**config.mk**
```make
export PLATFORM = sky130hd
export DESIGN_NAME = mem_port_arbiter
export DESIGN_NICKNAME = d
export VERILOG_FILES = /design/src/rtl/proc_pkg.sv /design/src/rtl/mem_owner_fifo.sv /design/src/rtl/mem_port_arbiter.sv
export SDC_FILE = /design/constraint.sdc
export NUM_CORES = 1
export LEC_CHECK = 0
export CORE_AREA = 2 2 109 111
export CTS_CLUSTER_DIAMETER = 200
export DETAILED_ROUTE_END_ITERATION = 7
export DIE_AREA = 0 0 111 113
export PLACE_DENSITY = 0.68
export REMOVE_ABC_BUFFERS = 1
export SKIP_LAST_GASP = 1
export SYNTH_ARGS = -nofsm -noshare
export SYNTH_HDL_FRONTEND = slang
export SYNTH_SLANG_ARGS = --single-unit
```
**constraint.sdc**
```tcl
create_clock -name clk_i -period 1.85 [get_ports clk_i]
set_input_delay 0.185 -clock clk_i [delete_from_list [all_inputs] [get_ports clk_i]]
set_output_delay 0.185 -clock clk_i [all_outputs]
set_load 0.005 [all_outputs]
```
**src/rtl/proc_pkg.sv**
```systemverilog
// rtl/proc_pkg.sv - shared types for the IF/D memory port arbiter
package proc_pkg;

   typedef enum logic {
      OWNER_IF = 1'b0,
      OWNER_D  = 1'b1
   } mem_owner_t;

   typedef enum logic [1:0] {
      ARB_IDLE    = 2'd0,
      ARB_HOLD_IF = 2'd1,
      ARB_HOLD_D  = 2'd2
   } arb_state_t;

   typedef struct packed {
      mem_owner_t owner;
      logic       discard;
   } owner_entry_t;

endpackage

```
**src/rtl/mem_owner_fifo.sv**
```systemverilog
// rtl/mem_owner_fifo.sv - in-order owner/discard tracking for outstanding memory transactions
module mem_owner_fifo
   import proc_pkg::*;
#(
   parameter int DEPTH = 2
) (
   input  logic clk_i,
   input  logic rst_n_i,
   input  logic push_i,
   input  logic push_owner_d_i,
   input  logic push_discard_i,
   input  logic pop_i,
   input  logic flush_i,
   output logic head_owner_d_o,
   output logic head_discard_o,
   output logic empty_o,
   output logic full_o
);

   localparam int PW = (DEPTH > 1) ? $clog2(DEPTH) : 1;
   localparam int CW = $clog2(DEPTH + 1);

   owner_entry_t  entries [DEPTH];
   logic [PW-1:0] rd_ptr;
   logic [PW-1:0] wr_ptr;
   logic [CW-1:0] count;
   logic          do_push;
   logic          do_pop;

   function automatic logic [PW-1:0] ptr_inc(input logic [PW-1:0] p);
      return (p == PW'(DEPTH - 1)) ? '0 : p + PW'(1);
   endfunction

   assign empty_o        = (count == '0);
   assign full_o         = (count == CW'(DEPTH));
   assign do_pop         = pop_i & ~empty_o;
   assign do_push        = push_i & ~full_o;
   assign head_owner_d_o = (entries[rd_ptr].owner == OWNER_D);
   assign head_discard_o = entries[rd_ptr].discard;

   always_ff @(posedge clk_i or negedge rst_n_i) begin
      if (!rst_n_i) begin
         rd_ptr <= '0;
         wr_ptr <= '0;
         count  <= '0;
         for (int i = 0; i < DEPTH; i++) begin
            entries[i] <= '{owner: OWNER_IF, discard: 1'b0};
         end
      end else begin
         // Stale slots may be marked too; they are overwritten before they are read again.
         if (flush_i) begin
            for (int i = 0; i < DEPTH; i++) begin
               if (entries[i].owner == OWNER_IF) begin
                  entries[i].discard <= 1'b1;
               end
            end
         end
         if (do_push) begin
            entries[wr_ptr] <= '{owner: push_owner_d_i ? OWNER_D : OWNER_IF,
                                 discard: push_discard_i};
            wr_ptr <= ptr_inc(wr_ptr);
         end
         if (do_pop) begin
            rd_ptr <= ptr_inc(rd_ptr);
         end
         if (do_push != do_pop) begin
            count <= do_push ? count + CW'(1) : count - CW'(1);
         end
      end
   end

endmodule

```
**src/rtl/mem_port_arbiter.sv**
```systemverilog
// rtl/mem_port_arbiter.sv - IF/D arbiter onto a single-port memory bus with in-order response routing
module mem_port_arbiter
   import proc_pkg::*;
#(
   parameter int MAX_OUTSTANDING = 2,
   parameter int STARVE_LIMIT    = 4,
   parameter int AW              = 32,
   parameter int DW              = 32
) (
   input  logic            clk_i,
   input  logic            rst_n_i,
   input  logic            flush_i,
   input  logic            if_req_i,
   input  logic [AW-1:0]   if_addr_i,
   output logic            if_gnt_o,
   output logic            if_rvalid_o,
   output logic [DW-1:0]   if_rdata_o,
   input  logic            d_req_i,
   input  logic            d_we_i,
   input  logic [DW/8-1:0] d_be_i,
   input  logic [AW-1:0]   d_addr_i,
   input  logic [DW-1:0]   d_wdata_i,
   output logic            d_gnt_o,
   output logic            d_rvalid_o,
   output logic [DW-1:0]   d_rdata_o,
   output logic            mem_req_o,
   output logic            mem_we_o,
   output logic [DW/8-1:0] mem_be_o,
   output logic [AW-1:0]   mem_addr_o,
   output logic [DW-1:0]   mem_wdata_o,
   input  logic            mem_gnt_i,
   input  logic            mem_rvalid_i,
   input  logic [DW-1:0]   mem_rdata_i
);

   localparam int SW = $clog2(STARVE_LIMIT + 1);

   arb_state_t    state_q;
   arb_state_t    state_d;
   logic [SW-1:0] starve_q;
   logic          starved;
   logic          sel_is_d;
   logic          req_pend;
   logic          presented;
   logic          grant;
   logic          fifo_full;
   logic          fifo_empty;
   logic          pop_ok;
   logic          head_owner_d;
   logic          head_discard;

   assign starved = if_req_i && (starve_q == SW'(STARVE_LIMIT));

   always_comb begin
      state_d   = state_q;
      sel_is_d  = 1'b0;
      req_pend  = 1'b0;
      presented = 1'b0;
      case (state_q)
         ARB_IDLE: begin
            sel_is_d = d_req_i & ~starved;
            req_pend = if_req_i | d_req_i;
         end
         ARB_HOLD_IF: req_pend = if_req_i;
         ARB_HOLD_D: begin
            sel_is_d = 1'b1;
            req_pend = d_req_i;
         end
         default: ;
      endcase
      // The full check uses the registered count so a same-cycle pop never feeds back into req.
      presented = req_pend & ~fifo_full;
      case (state_q)
         ARB_IDLE: begin
            if (presented && !mem_gnt_i) begin
               state_d = sel_is_d ? ARB_HOLD_D : ARB_HOLD_IF;
            end
         end
         ARB_HOLD_IF, ARB_HOLD_D: begin
            if (presented && mem_gnt_i) begin
               state_d = ARB_IDLE;
            end
         end
         default: state_d = ARB_IDLE;
      endcase
   end

   always_ff @(posedge clk_i or negedge rst_n_i) begin
      if (!rst_n_i) begin
         state_q <= ARB_IDLE;
      end else begin
         state_q <= state_d;
      end
   end

   assign mem_req_o = rst_n_i & presented;
   assign grant     = mem_req_o & mem_gnt_i;
   assign if_gnt_o  = grant & ~sel_is_d;
   assign d_gnt_o   = grant & sel_is_d;

   always_comb begin
      mem_we_o    = 1'b0;
      mem_be_o    = '0;
      mem_addr_o  = '0;
      mem_wdata_o = '0;
      if (rst_n_i) begin
         if (sel_is_d) begin
            mem_we_o    = d_we_i;
            mem_be_o    = d_be_i;
            mem_addr_o  = d_addr_i;
            mem_wdata_o = d_wdata_i;
         end else begin
            mem_be_o   = '1;
            mem_addr_o = if_addr_i;
         end
      end
   end

   always_ff @(posedge clk_i or negedge rst_n_i) begin
      if (!rst_n_i) begin
         starve_q <= '0;
      end else if (!if_req_i || if_gnt_o) begin
         starve_q <= '0;
      end else if (d_gnt_o && starve_q != SW'(STARVE_LIMIT)) begin
         starve_q <= starve_q + SW'(1);
      end
   end

   mem_owner_fifo #(
      .DEPTH(MAX_OUTSTANDING)
   ) u_owner_fifo (
      .clk_i          (clk_i),
      .rst_n_i        (rst_n_i),
      .push_i         (grant),
      .push_owner_d_i (sel_is_d),
      .push_discard_i (~sel_is_d & flush_i),
      .pop_i          (mem_rvalid_i),
      .flush_i        (flush_i),
      .head_owner_d_o (head_owner_d),
      .head_discard_o (head_discard),
      .empty_o        (fifo_empty),
      .full_o         (fifo_full)
   );

   assign pop_ok      = mem_rvalid_i & ~fifo_empty;
   assign if_rvalid_o = pop_ok & ~head_owner_d & ~head_discard;
   assign d_rvalid_o  = pop_ok & head_owner_d;
   assign if_rdata_o  = {DW{rst_n_i}} & mem_rdata_i;
   assign d_rdata_o   = {DW{rst_n_i}} & mem_rdata_i;

   a_rvalid_has_owner: assert property (@(posedge clk_i) disable iff (!rst_n_i)
      mem_rvalid_i |-> !fifo_empty);

endmodule
```
==> out/metrics.cfg <==
[power]
cellPowerDensity_nw_per_um2 = 1040
p_leak_nw = 2.56
power_w = 0.00611
ir_drop_v = 0.000761

[finish]
mostFrequentLayoutCell = clkdlybuf4s50_1
nets = 758
final_layout_size_suffix_gt1_share_pct = 37.6
final_cell_mix = 204 x clkdlybuf4s50_1, 50 x nand2_1, 43 x buf_2, 43 x buf_6, 36 x buf_4
diodes = 0
syn2layout_area_growth_pct = 172
final_cells = 754
final_util_pct = 52.3
n_fill_cell = 1027

[yosys]
netlist_area_um2 = 2170
ys_top_cells_by_area = dfrtp_1 15%, nand2_1 12%, buf_4 12%
seq_area_frac_synth_pct = 15.0
yosys_warnings = 0
syn_avg_cell_area_um2 = 6.85
async_flop_share_pct = 100
ys_ff_latch = 13
synth_edf_count = 0
synth_cells = 316
yosys.area.top_type = dfrtp_1
synth_cell_types = 36
synth_top_area_share_pct = 15.0
synth-main-ff-cell = dfrtp_1

[critical_path]
endpoint_kind = output pin
path_class = register to output pin
cp.required_ns = 1.66
crit_fanout = 7
arrival_ns = 1.86
worstSetupStartpointType = register

[floorplan]
coreArea_um2 = 11300
io_pins = 278
fp.dieW_um = 111
die_h_um = 113
fp-row-count = 39
dieArea_um2 = 12500
start_util_pct = 19.2

[drt]
dr.pass1.iters = 4
post_drt_wl_per_cell_um = 16.5
via_per_inst = 4.38
wl_um = 12500
first_iter_violations = 161
num_vias = 3304
drcViolationCount = 0
ant_nets = 0

[timing]
rsz0062_at_grt = true
finalClockSkew_ns = 0.00569
final-setup-viol-count = 75
worst_pin_slew_ns = 0.356
worst_slack_ns = -0.200
tns_ns = -10.64
fmax_ghz = 0.488
slew_headroom_pct = 76.2
hold_viol = 0
maxSlewViolCount = 0
fin_crit_ns = 2.05
finalCritPeriodShare_pct = 111

[grt]
grt_pass1_vias = 3297
grt_start_max_net_pins = 59
antenna_found_initial = 0
grt_pass1_wl_um = 18200
grtUsageTotal_pct = 17.7
grt-ovfl-total = 0

[clocking]
cts_sinks = 13
cts_buffer_depth = 2
cts_max_level = 1
cts_tree = done
cts_buffers = 3
clk_pin_slew_ns = 0.05
clockRootBuffer = clkbuf_16
clkLatencyLatePin_ns = 0.25

[run_status]
status = finished, violations left
violations = negative setup slack

[worst_hold_path]
worstHoldPathType = register to register

[placement]
portBuffers = 277
dp_cells = 717
dp_hpwl_um = 8390
gp_congestion = 0.834
place_ws_ns = -0.407

[job]
cap_viol_max_count = 0

==> per-stage QoR <==
| step | area (µm²) | hold slack [ns] |
|---|---|---|
| finish | 5890 | 0.534 |
| global route | 5890 | 0.551 |
| CTS | 5590 | 0.525 |
| detailed placement | 5090 | 0.236 |
| global placement | 5090 | 0.224 |
| floorplan | 1800 | -0.111 |
==> worst paths after layout <==
| check | startpoint | endpoint | slack, ns | cells past startpoint |
|---|---|---|---|---|
| worst max-delay path | state_q[1] | mem_addr_o[20] | -0.20 | 9 |
| worst min-delay path | u_owner_fifo.entries[0] | u_owner_fifo.entries[0] | 0.53 | 2 |
| worst max register to register | state_q[1] | u_owner_fifo.entries[2] | -0.09 | 9 |
| worst min register to register | u_owner_fifo.entries[0] | u_owner_fifo.entries[0] | 0.53 | 2 |
| max in group asynchronous | rst_n_i | starve_q[2] | 1.08 | 3 |
| min in group asynchronous | rst_n_i | u_owner_fifo.wr_ptr | 0.59 | 3 |
==> cell usage after synthesis (6+ instances only) <==
cell type and instances:
clkbuf_1 15, dfrtp_1 13, o21a_1 6, buf_4 34
inv_1 7, nand2_1 72, and2_1 34, and3_1 34
a21boi_1 23, o21ai_1 6, ha_1 6, a21boi_0 9
==> cell families after synthesis <==
logic type	synth area share (%)
simple gates	36.9
compound gates	23.7
buf+inv	18.3
flops	15.0
fa+ha+maj	3.47
xor+xnor	1.21
mux	1.39
==> sequential cells by signal, summed over array words and instances, names as in the netlist <==
name	cells
u_owner_fifo.entries	4
starve_q	3
state_q	2
u_owner_fifo.count	2
u_owner_fifo.rd_ptr	1
u_owner_fifo.wr_ptr	1
==> report_power, final <==
group          switching (W)  total, W  leakage [nW]  internal (W)
combinational        0.00214   0.00519          2.36       0.00305
clock               0.000142  0.000431        0.0409      0.000289
sequential          0.000103  0.000491         0.163      0.000387
==> worst max-delay path: stages (launching register included) <==
cell and delay [ns]:
dfrtp_1 0.41, buf_6 0.13, ha_4 0.17, a31oi_4 0.18
buf_6 0.14, buf_8 0.12, buf_16 0.13, nand2_1 0.05
a21boi_1 0.12, buf_2 0.13
==> per-layer routing <==
| layer | vias to the layer above | GRT usage (%) | part of all wire [%] |
|---|---|---|---|
| met5 | - | 0 | 0 |
| met4 | 0 | 3.08 | 0.99 |
| met3 | 13 | 2.46 | 4.7 |
| met2 | 118 | 33.6 | 54 |
| met1 | 1551 | 21.4 | 40 |
| li1 | 1622 | - | - |
==> repair_timing <==
action / in CTS / in global routing
pin swaps: 40 / 37
endpoints found under the hold margin: 13 / 0
hold buffers: 1 / 0
buffers inserted: 19 / 7
setup endpoints to repair: 84 / 86
resized for setup: 360 / 87
gates cloned: 9 / 2
==> final cells by class <==
| type | count | area [µm²] | area share (%) |
|---|---|---|---|
| inverter | 7 | 26.3 | 0.446 |
| tap | 143 | 179 | 3.04 |
| clock buffer | 3 | 75.1 | 1.27 |
| timing repair buffer | 348 | 3440 | 58.3 |
| clock inverter | 1 | 5.00 | 0.0849 |
| multi-input combinational | 239 | 1850 | 31.3 |
| sequential | 13 | 325 | 5.52 |
Power figures use the tool's default switching activity.
